===== src/rtl/bp_clint_lite.sv =====
// Lite core-local interruptor: msip, mtimecmp and a prescaled 64-bit mtime
// behind a single-outstanding command/response port.
module bp_clint_lite #(
  parameter int timebase_div_p = 8,
  parameter int addr_width_p   = 40
) (
  input  logic                    clk_i,
  input  logic                    reset_i,
  input  logic                    cmd_v_i,
  output logic                    cmd_ready_o,
  input  logic                    cmd_w_i,
  input  logic [addr_width_p-1:0] cmd_addr_i,
  input  logic [1:0]              cmd_size_i,
  input  logic [63:0]             cmd_data_i,
  output logic                    resp_v_o,
  input  logic                    resp_yumi_i,
  output logic [63:0]             resp_data_o,
  output logic                    resp_err_o,
  output logic                    timer_irq_o,
  output logic                    software_irq_o
);

  localparam logic [0:0] IDLE = 1'b0;
  localparam logic [0:0] RESP = 1'b1;

  localparam int PW = (timebase_div_p > 1) ? $clog2(timebase_div_p) : 1;
  localparam logic [PW-1:0] PS_MAX = PW'(timebase_div_p - 1);

  logic [0:0]    state_q;
  logic [PW-1:0] ps_q;
  logic [63:0]   mtime_q, mtimecmp_q;
  logic          msip_q;
  logic [63:0]   resp_data_q;
  logic          resp_err_q;
  logic          timer_irq_q;

  logic [19:0] off;
  logic        sz4, sz8, misalign, hit_msip, hit_cmp, hit_time, err;
  logic        accept, wr_ok, wrap;
  logic [63:0] rd_val, rd_sel, wr_time, wr_cmp;

  // Upper address bits are don't-care by design.
  logic unused_addr;
  assign unused_addr = ^cmd_addr_i[addr_width_p-1:20];

  assign cmd_ready_o    = (state_q == IDLE) & ~reset_i;
  assign resp_v_o       = (state_q == RESP) & ~reset_i;
  assign resp_data_o    = resp_data_q;
  assign resp_err_o     = resp_err_q;
  assign timer_irq_o    = timer_irq_q;
  assign software_irq_o = msip_q;

  assign accept = cmd_v_i & cmd_ready_o;
  assign wrap   = (ps_q == PS_MAX);

  always_comb begin
    off      = cmd_addr_i[19:0];
    sz4      = (cmd_size_i == 2'd2);
    sz8      = (cmd_size_i == 2'd3);
    misalign = sz8 ? (|off[2:0]) : (|off[1:0]);
    hit_msip = sz4 & (off == 20'h0_0000);
    hit_cmp  = (off[19:3] == 17'h0_0800);
    hit_time = (off[19:3] == 17'h0_17ff);
    err      = ~(sz4 | sz8) | misalign | ~(hit_msip | hit_cmp | hit_time);
    wr_ok    = accept & cmd_w_i & ~err;
  end

  // Reads see pre-update state; 4B accesses pick a half by addr[2].
  always_comb begin
    rd_val = hit_msip ? {63'h0, msip_q} : (hit_cmp ? mtimecmp_q : mtime_q);
    rd_sel = sz8 ? rd_val
                 : {32'h0, (off[2] ? rd_val[63:32] : rd_val[31:0])};
    if (sz8) begin
      wr_time = cmd_data_i;
      wr_cmp  = cmd_data_i;
    end else if (off[2]) begin
      wr_time = {cmd_data_i[31:0], mtime_q[31:0]};
      wr_cmp  = {cmd_data_i[31:0], mtimecmp_q[31:0]};
    end else begin
      wr_time = {mtime_q[63:32], cmd_data_i[31:0]};
      wr_cmp  = {mtimecmp_q[63:32], cmd_data_i[31:0]};
    end
  end

  always_ff @(posedge clk_i) begin
    if (reset_i) begin
      state_q     <= IDLE;
      ps_q        <= '0;
      mtime_q     <= '0;
      mtimecmp_q  <= '1;
      msip_q      <= 1'b0;
      resp_data_q <= '0;
      resp_err_q  <= 1'b0;
      timer_irq_q <= 1'b0;
    end else begin
      ps_q <= wrap ? '0 : ps_q + 1'b1;
      // A software write wins over the tick; the prescaler keeps running.
      if (wr_ok & hit_time)   mtime_q <= wr_time;
      else if (wrap)          mtime_q <= mtime_q + 64'd1;
      if (wr_ok & hit_cmp)    mtimecmp_q <= wr_cmp;
      if (wr_ok & hit_msip)   msip_q <= cmd_data_i[0];
      // Compare of the registered values, so the irq lags mtime by one cycle.
      timer_irq_q <= (mtime_q >= mtimecmp_q);
      if (accept) begin
        state_q     <= RESP;
        resp_err_q  <= err;
        resp_data_q <= (err | cmd_w_i) ? 64'h0 : rd_sel;
      end else if ((state_q == RESP) & resp_yumi_i) begin
        state_q <= IDLE;
      end
    end
  end

endmodule


===== config.mk =====
export PLATFORM = sky130hd
export DESIGN_NAME = bp_clint_lite
export DESIGN_NICKNAME = d
export VERILOG_FILES = /design/src/rtl/bp_clint_lite.sv
export SDC_FILE = /design/constraint.sdc
export NUM_CORES = 1
export LEC_CHECK = 0
export BUFFER_PORTS_ARGS = -buffer_cell sky130_fd_sc_hd__buf_4
export CELL_PAD_IN_SITES_DETAIL_PLACEMENT = 2
export CELL_PAD_IN_SITES_GLOBAL_PLACEMENT = 2
export CORE_ASPECT_RATIO = 0.6
export CORE_MARGIN = 5
export CORE_UTILIZATION = 36
export DETAILED_ROUTE_END_ITERATION = 12
export GPL_TIMING_DRIVEN = 0
export PLACE_DENSITY = 0.93
export SLEW_MARGIN = 25
export SYNTH_ARGS = -nofsm -noshare
export SYNTH_HDL_FRONTEND = slang
export SYNTH_SLANG_ARGS = --single-unit

===== constraint.sdc =====
create_clock -name clk_i -period 5 [get_ports clk_i]
set_input_delay 1 -clock clk_i [delete_from_list [all_inputs] [get_ports clk_i]]
set_output_delay 1 -clock clk_i [all_outputs]
set_load 0.005 [all_outputs]

==> results of run 1 <==
routing by layer:
metal | vias to the layer above | global-route usage [%] | routed length (µm)
met3 | 193 | 9.24 | 7260
met2 | 913 | 55.4 | 28800
met4 | 0 | 16.5 | 3420
li1 | 6097 | - | -
met5 | - | 0 | 0
met1 | 7271 | 49.9 | 30100
flip-flops by register name, indices dropped and copies added, names as in the netlist:
signal	cells
mtime_q	64
timer_irq_o	1
resp_data_o	64
mtimecmp_q	64
resp_err_o	1
ps_q	3
software_irq_o	1
state_q	1
cell type report:
| class | instances | area, µm² | share of cell area (%) |
|---|---|---|---|
| repair buffers | 161 | 1210 | 8.47 |
| multi-input cells | 1184 | 7190 | 50.5 |
| inverters | 72 | 270 | 1.90 |
| diodes | 1 | 2.50 | 0.0176 |
| well taps | 424 | 531 | 3.72 |
| clock buffers | 19 | 443 | 3.11 |
| plain buffers | 115 | 497 | 3.49 |
| flip-flops and latches | 199 | 3980 | 28.0 |
| clock inverters | 11 | 125 | 0.878 |
per-stage QoR:
stage	setup WS (ns)	hold slack (ns)	std cells	TNS (ns)
floorplan	1.93	0.408	1570	0
global placement	-0.194	0.422	2151	-0.194
global route	0.898	0.486	2185	0
CTS	1.01	0.465	2185	0
detailed placement	0.688	0.448	2155	0
finish	0.821	0.459	2186	0
kinds of logic (layout without fill, tap and decap cells):
family                   Yosys count  in the layout  synth area share, %
other                              0              1                    0
AO/OA/AOI/OAI                    482            482                 26.0
XOR/XNOR                           9              9                0.662
AND/OR/NAND/NOR                  616            616                 25.5
multiplexers                      10             10                0.882
buffers and inverters            187            378                 6.44
flip-flops                       199            199                 33.4
adder cells (fa/ha/maj)           67             67                 7.04
worst max-delay path, delay by kind of cell:
family	cells	cell delay, ns
AND/OR/NAND/NOR	1	0.09
buffers and inverters	4	2.08
placed cells by master (no fill, tap or decap), types with 7 or more instances in the layout:
cell       instances
a211o_1           11
a211oi_1          19
a21o_1             8
a21oi_1          166
a21oi_2           14
a221oi_1          33
and2_1             9
and3_1            37
and4_1            16
buf_2             12
buf_4            159
clkbuf_1          96
clkbuf_16         17
dfxtp_1          199
ha_1              67
inv_1             72
nand2_1          251
nand3_1           46
nand4_1           46
nor2_1           100
nor3_1            25
nor3b_1            9
nor4_1            29
o211ai_1          58
o21ai_0          102
o21ai_1            7
power by group:
| part | total (µW) | switching [µW] | internal (µW) | leakage [µW] |
|---|---|---|---|---|
| Clock | 1470 | 726 | 747 | 0.000275 |
| Combinational | 319 | 223 | 96.0 | 0.00442 |
| Sequential | 1600 | 10.5 | 1590 | 0.00161 |
| Total | 3390 | 960 | 2430 | 0.00630 |
worst min path at each step:
stage	cells after the start	end
2_1_floorplan	1	ps_q[0]
3_3_place_gp	1	ps_q[0]
3_5_place_dp	2	resp_data_o[9]
4_1_cts	2	resp_data_o[9]
5_1_grt	1	ps_q[0]
6_report	2	resp_data_o[9]
==> results.tsv, run 1 <==
stage	metric	value	unit
setup_path	CP Launch Type	input pin	
sta	relative slew slack	23.8	%
placement	RePlAce Congestion	1.04	
route	WL final	69.6	mm
logic_synthesis	Async SR Flop Fraction	0	%
route	Routed Antenna Nets	0	
die	Die Ht	151	µm
sta	worst slew pin tran	1.14	ns
logic_synthesis	Post-synth EDFFs	0	
sta	max-slew violation count	0	
final_layout	Final Cell Area	14300	µm²
die	die area	36900	µm²
clock_tree	Clock transition at path regs	0.07	ns
logic_synthesis	unique cell type count in the Yosys netlist	76	
setup_path	crit path capture	cmd_ready_o	
placement	port bufs	157	
setup_path	crit path kind	input pin to primary output	
logic_synthesis	Synth top cells by count	251 x nand2_1, 199 x dfxtp_1, 166 x a21oi_1, 102 x o21ai_0, 101 x nor2_1	
setup_path	Worst Path Max Fanout	10	
sta	Setup-failing EPs final	0	
global_route	first-pass GRT wire length	100	mm
die	core box area	32500	µm²
setup_path	Worst R2R Setup Slack	1.42	ns
logic_synthesis	register area share after synthesis	33.4	%
power	Final Total Pwr	3390	µW
global_route	pin count of the biggest net entering global routing	17	
setup_path	Worst Path Required	4.00	ns
route	Vias	14500	
global_route	initial antenna violation count	2	
die	DIE WIDTH	245	µm
logic_synthesis	top-area cell type share of the netlist area	33.4	%
setup_path	Worst R2R End	mtime_q[48]	
route	DRC	0	
logic_synthesis	Mapped Nets	1748	
setup_path	CP max stage cell	clkbuf_1	
logic_synthesis	Syn Area/Cell	7.59	µm²
clock_tree	post-CTS resize count	0	
setup_path	most frequent cell on the critical path	clkbuf_1	
final_layout	Fillers	3767	
power	Pleak	0.00630	µW
power	Peak supply drop	0.000271	V
die	row count	51	
sta	Fmax	0.239	GHz
die	Initial Util	36.6	%
route	Routed WL per cell	31.8	µm
global_route	number of global-route vias before repair	15000	
setup_path	Worst EP arrival	3.18	ns
setup_path	critical-path cell list	clkbuf_1 -> clkbuf_1 -> clkbuf_1 -> nor2_1 -> buf_4	
run_status	outcome	complete, no violations	
power	power per cell area	238	nW/µm²
route	Iter 0 DRT Violations	1730	
logic_synthesis	Synth Register Bits	199	
logic_synthesis	most frequent cell after synthesis	nand2_1	
final_layout	Area growth syn-to-layout	19.6	%
clock_tree	Hold-fix buffers, CTS	0	
clock_tree	Sink Count	199	
setup_path	FF-to-FF Start	mtime_q[0]	
clock_tree	clock buffer depth	2	
run	MaxCap Viol Count	0	
placement	post-detail-place hpwl	54.5	mm
final_layout	ratio of cells with drive above 1 in the final layout	14.7	%
final_layout	Final nets	1928	
route	DR vias/cell	6.62	
setup_path	Worst R2R Path Depth	7	
clock_tree	CTS tree	built	
logic_synthesis	Mapped Area	11900	µm²
sta	Final Critical Period	4.18	ns
placement	Post-DP Area	13700	µm²
clock_tree	worst-skew pair later-pin latency	0.49	ns
logic_synthesis	cell accounting for the most synthesized area	dfxtp_1	
setup_path	max incr delay on CP	0.73	ns
route	Pre-antenna DRT Iters	5	
clock_tree	clock root buffer master	clkbuf_16	
min_path	Hold WC Path Type	flip-flop to flip-flop	
clock_tree	H-tree depth	4	
global_route	GRT Overall Usage	36.7	%
sta	period utilization	83.6	%
logic_synthesis	ranking of synthesized cells by area	dfxtp_1 33%, nand2_1 7.9%, ha_1 7.0%	
sta	skew final	0.0151	ns
sta	unrepaired setup endpoints after global routing	false	
final_layout	Core Util, Final	43.8	%
min_path	HP Start	resp_data_o[9]	
die	IO Count	180	
sta	final hold violations	0	
clock_tree	TritonCTS Buffers	17	
logic_synthesis	Syn Inst Count	1570	
setup_path	crit path capture type	primary output	
setup_path	worst setup path start	reset_i	
logic_synthesis	Top FF cell, synth	dfxtp_1	
global_route	GRT overflow	0	
logic_synthesis	Synthesis Warnings	0	
clock_tree	setup bufs post-CTS	0	
Note: power is estimated with default switching activity, not from simulation.
==> run 2: changes to the inputs <==
- CORE_UTILIZATION: 36 -> 30
- PLACE_DENSITY: 0.93 -> 0.84
- clock period: 5 -> 3.6 ns (I/O delays scaled with it)
==> run 2 against run 1 <==
  * The run now ends with setup timing left
  * Worst setup slack got worse by 0.90 ns
  * Combinational power grew 40%
  * Power grew 39%
  * Global-route usage fell by 5.5 points
  * Final cell count grew 4.5%
  * Utilization fell by 7.1 points
  * Critical path depth up 3
  * Critical endpoint is now mtimecmp_q[27]
  * Largest power group unchanged
  * Highest routed layer unchanged
==> results.tsv, run 2 (synthesis results as in run 1) <==
stage	metric	value	unit	change
run_status	outcome	complete, but fails checks		
run_status	failing checks	setup timing		
setup_path	crit path kind	input pin to flip-flop		
sta	Setup TNS	-0.684	ns	-0.684 ns
min_path	Hold WC Path Type	input pin to flip-flop		
die	DIE WIDTH	267	µm	+9.2%
global_route	met3 global-route usage	7.76	%	-1.5 points
route	WL final	70.3	mm	+1.0%
setup_path	Largest delay share family, worst path	simple AND/OR/NAND/NOR gates		
setup_path	CP Launch Type	input pin		
setup_path	crit path capture type	flip-flop		
setup_path	Worst Path Max Fanout	10		unchanged
sta	unrepaired setup endpoints after global routing	true		
global_route	first-pass GRT wire length	101	mm	+0.42%
die	IO Count	180		unchanged
clock_tree	Clock transition at path regs	0.08	ns	about the same
setup_path	Worst R2R Path Depth	7		unchanged
sta	period utilization	102	%	
setup_path	max incr delay on CP	0.94	ns	+0.21 ns
placement	post-detail-place hpwl	55.7	mm	+2.2%
route	Routed Antenna Nets	0		unchanged
clock_tree	clock root buffer master	clkbuf_16		
route	DR vias/cell	6.23		-5.9%
placement	Post-Place Setup Slack	-0.484	ns	-1.17 ns
setup_path	most frequent cell on the critical path	nand2_1		
global_route	GR peak layer	met2		
clock_tree	worst-skew pair later-pin latency	0.48	ns	about the same
final_layout	Final nets	1928		unchanged
setup_path	worst setup path start	cmd_addr_i[18]		
clock_tree	clock buffer depth	2		unchanged
power	Peak supply drop	0.000351	V	+29%
die	die area	43900	µm²	+19%
global_route	pin count of the biggest net entering global routing	17		unchanged
setup_path	crit path capture	mtimecmp_q[27]		
placement	RePlAce Congestion	0.977		-6.2%
setup_path	Worst R2R Setup Slack	-0.02	ns	-1.44 ns
run	MaxCap Viol Count	0		unchanged
clock_tree	Hold-fix buffers, CTS	0		unchanged
final_layout	ratio of cells with drive above 1 in the final layout	14.9	%	+0.18 points
route	Iter 0 DRT Violations	1375		-21%
global_route	GR Util met2	46.0	%	-9.5 points
setup_path	critical-path cell list	buf_4 -> nor4_1 -> and4_1 -> nand2_1 -> nor3_2 -> clkbuf_1 -> nand2_1 -> o211ai_1		
global_route	met1 usage	44.4	%	-5.5 points
power	power per cell area	328	nW/µm²	+38%
placement	port bufs	157		unchanged
clock_tree	H-tree depth	4		unchanged
die	Die Ht	164	µm	+8.9%
sta	Final Critical Period	3.68	ns	
clock_tree	Sink Count	199		unchanged
power	Final Total Pwr	4720	µW	+39%
sta	final hold violations	0		unchanged
setup_path	Critical Path Stages	8		+3
setup_path	WP buf/inv	2		-2
sta	max-slew violation count	0		unchanged
clock_tree	setup bufs post-CTS	0		unchanged
clock_tree	TritonCTS Buffers	17		unchanged
die	row count	56		+9.8%
global_route	number of global-route vias before repair	14600		-2.8%
sta	hold_ws	0.422	ns	-0.0369 ns
min_path	HP Start	resp_yumi_i		
sta	Fmax	0.272	GHz	
sta	relative slew slack	21.4	%	-2.4 points
setup_path	Worst R2R End	mtime_q[63]		
sta	setup ws final	-0.0768	ns	-0.898 ns
route	Vias	14200		-1.7%
final_layout	most frequent cells in the layout	251 x nand2_1, 199 x dfxtp_1, 166 x a21oi_1		
route	Routed WL per cell	30.8	µm	-3.3%
setup_path	Worst Path Required	3.99	ns	about the same
global_route	GRT overflow	0		unchanged
setup_path	FF-to-FF Start	mtime_q[20]		
die	core box area	39200	µm²	+20%
final_layout	most common cell after layout, fill and taps aside	nand2_1		
sta	Setup-failing EPs final	15		+15
final_layout	Area growth syn-to-layout	20.8	%	
global_route	GRT Overall Usage	31.3	%	-5.5 points
route	Pre-antenna DRT Iters	5		unchanged
sta	worst slew pin tran	1.18	ns	+0.0410 ns
route	DRC	0		unchanged
setup_path	Worst EP arrival	4.07	ns	+0.89 ns
sta	skew final	0.0129	ns	-0.00220 ns
die	Initial Util	30.4	%	-6.2 points
global_route	initial antenna violation count	1		-1
clock_tree	CTS tree	built		
setup_path	CP max stage cell	nor3_2		
power	Pleak	0.00631	µW	+0.12%
run 2: cell types whose count changed in the layout (fill, tap and decap cells not counted):
cell        change
clkbuf_1        -2
clkbuf_2        +2
a31oi_1         -1
a31oi_2         +1
clkinv_2        -1
clkinvlp_4      -1
diode_2         +1
inv_6           +1
nor3_1          -1
nor3_2          +1
run 2: report_power, final:
part           switching, µW  internal [µW]  total [µW]
Clock                   1020           1040        2050
Sequential              14.0           2210        2220
Combinational            313            134         447
Total                   1340           3380        4720
run 2: final cells by class:
type	instances	area [µm²]
Sequential cell	199	3980
Antenna cell	2	5.00
Clock buffer	19	443
Fill cell	4547	24800
Clock inverter	10	121
Inverter	72	270
Multi-Input combinational cell	1184	7200
Tap cell	522	653
Timing Repair Buffer	161	1210
Buffer	115	499
run 2: how the worst min path moves through the flow:
stage                     endpoint  slack, ns  cells after the start
after floorplan            ps_q[0]       0.41                      1
after global placement     ps_q[0]       0.42                      1
after detailed placement   ps_q[0]       0.44                      1
after CTS                  state_q       0.42                      2
after global routing       state_q       0.43                      2
final                      state_q       0.42                      2
run 2: routing by layer:
metal,routed length [µm],share of wire (%)
met1,32100,46
met2,28600,41
met3,6910,9.8
met4,2690,3.8
met5,0,0
run 2: what timing repair did:
| action | in CTS | in global routing |
|---|---|---|
| gates resized for setup | 2 | 0 |
| pin swaps | 0 | 0 |
| setup endpoints to repair | 2 | 15 |
run 2: worst register-to-register path: cells and delay by family, from the launching register on:
kind	cells	cell delay, ns
compound gates	3	0.93
flops	1	0.34
buf+inv	1	0.37
simple gates	3	1.80
run 2: metrics by stage:
| stage | instances | area, µm² | util (%) |
|---|---|---|---|
| final | 2284 | 14400 | 36.7 |
| after global routing | 2282 | 14400 | 36.7 |
| after CTS | 2282 | 14400 | 36.7 |
| after detailed placement | 2253 | 13800 | 35.3 |
| after global placement | 2249 | 13700 | 35.1 |
| after floorplan | 1570 | 11900 | - |
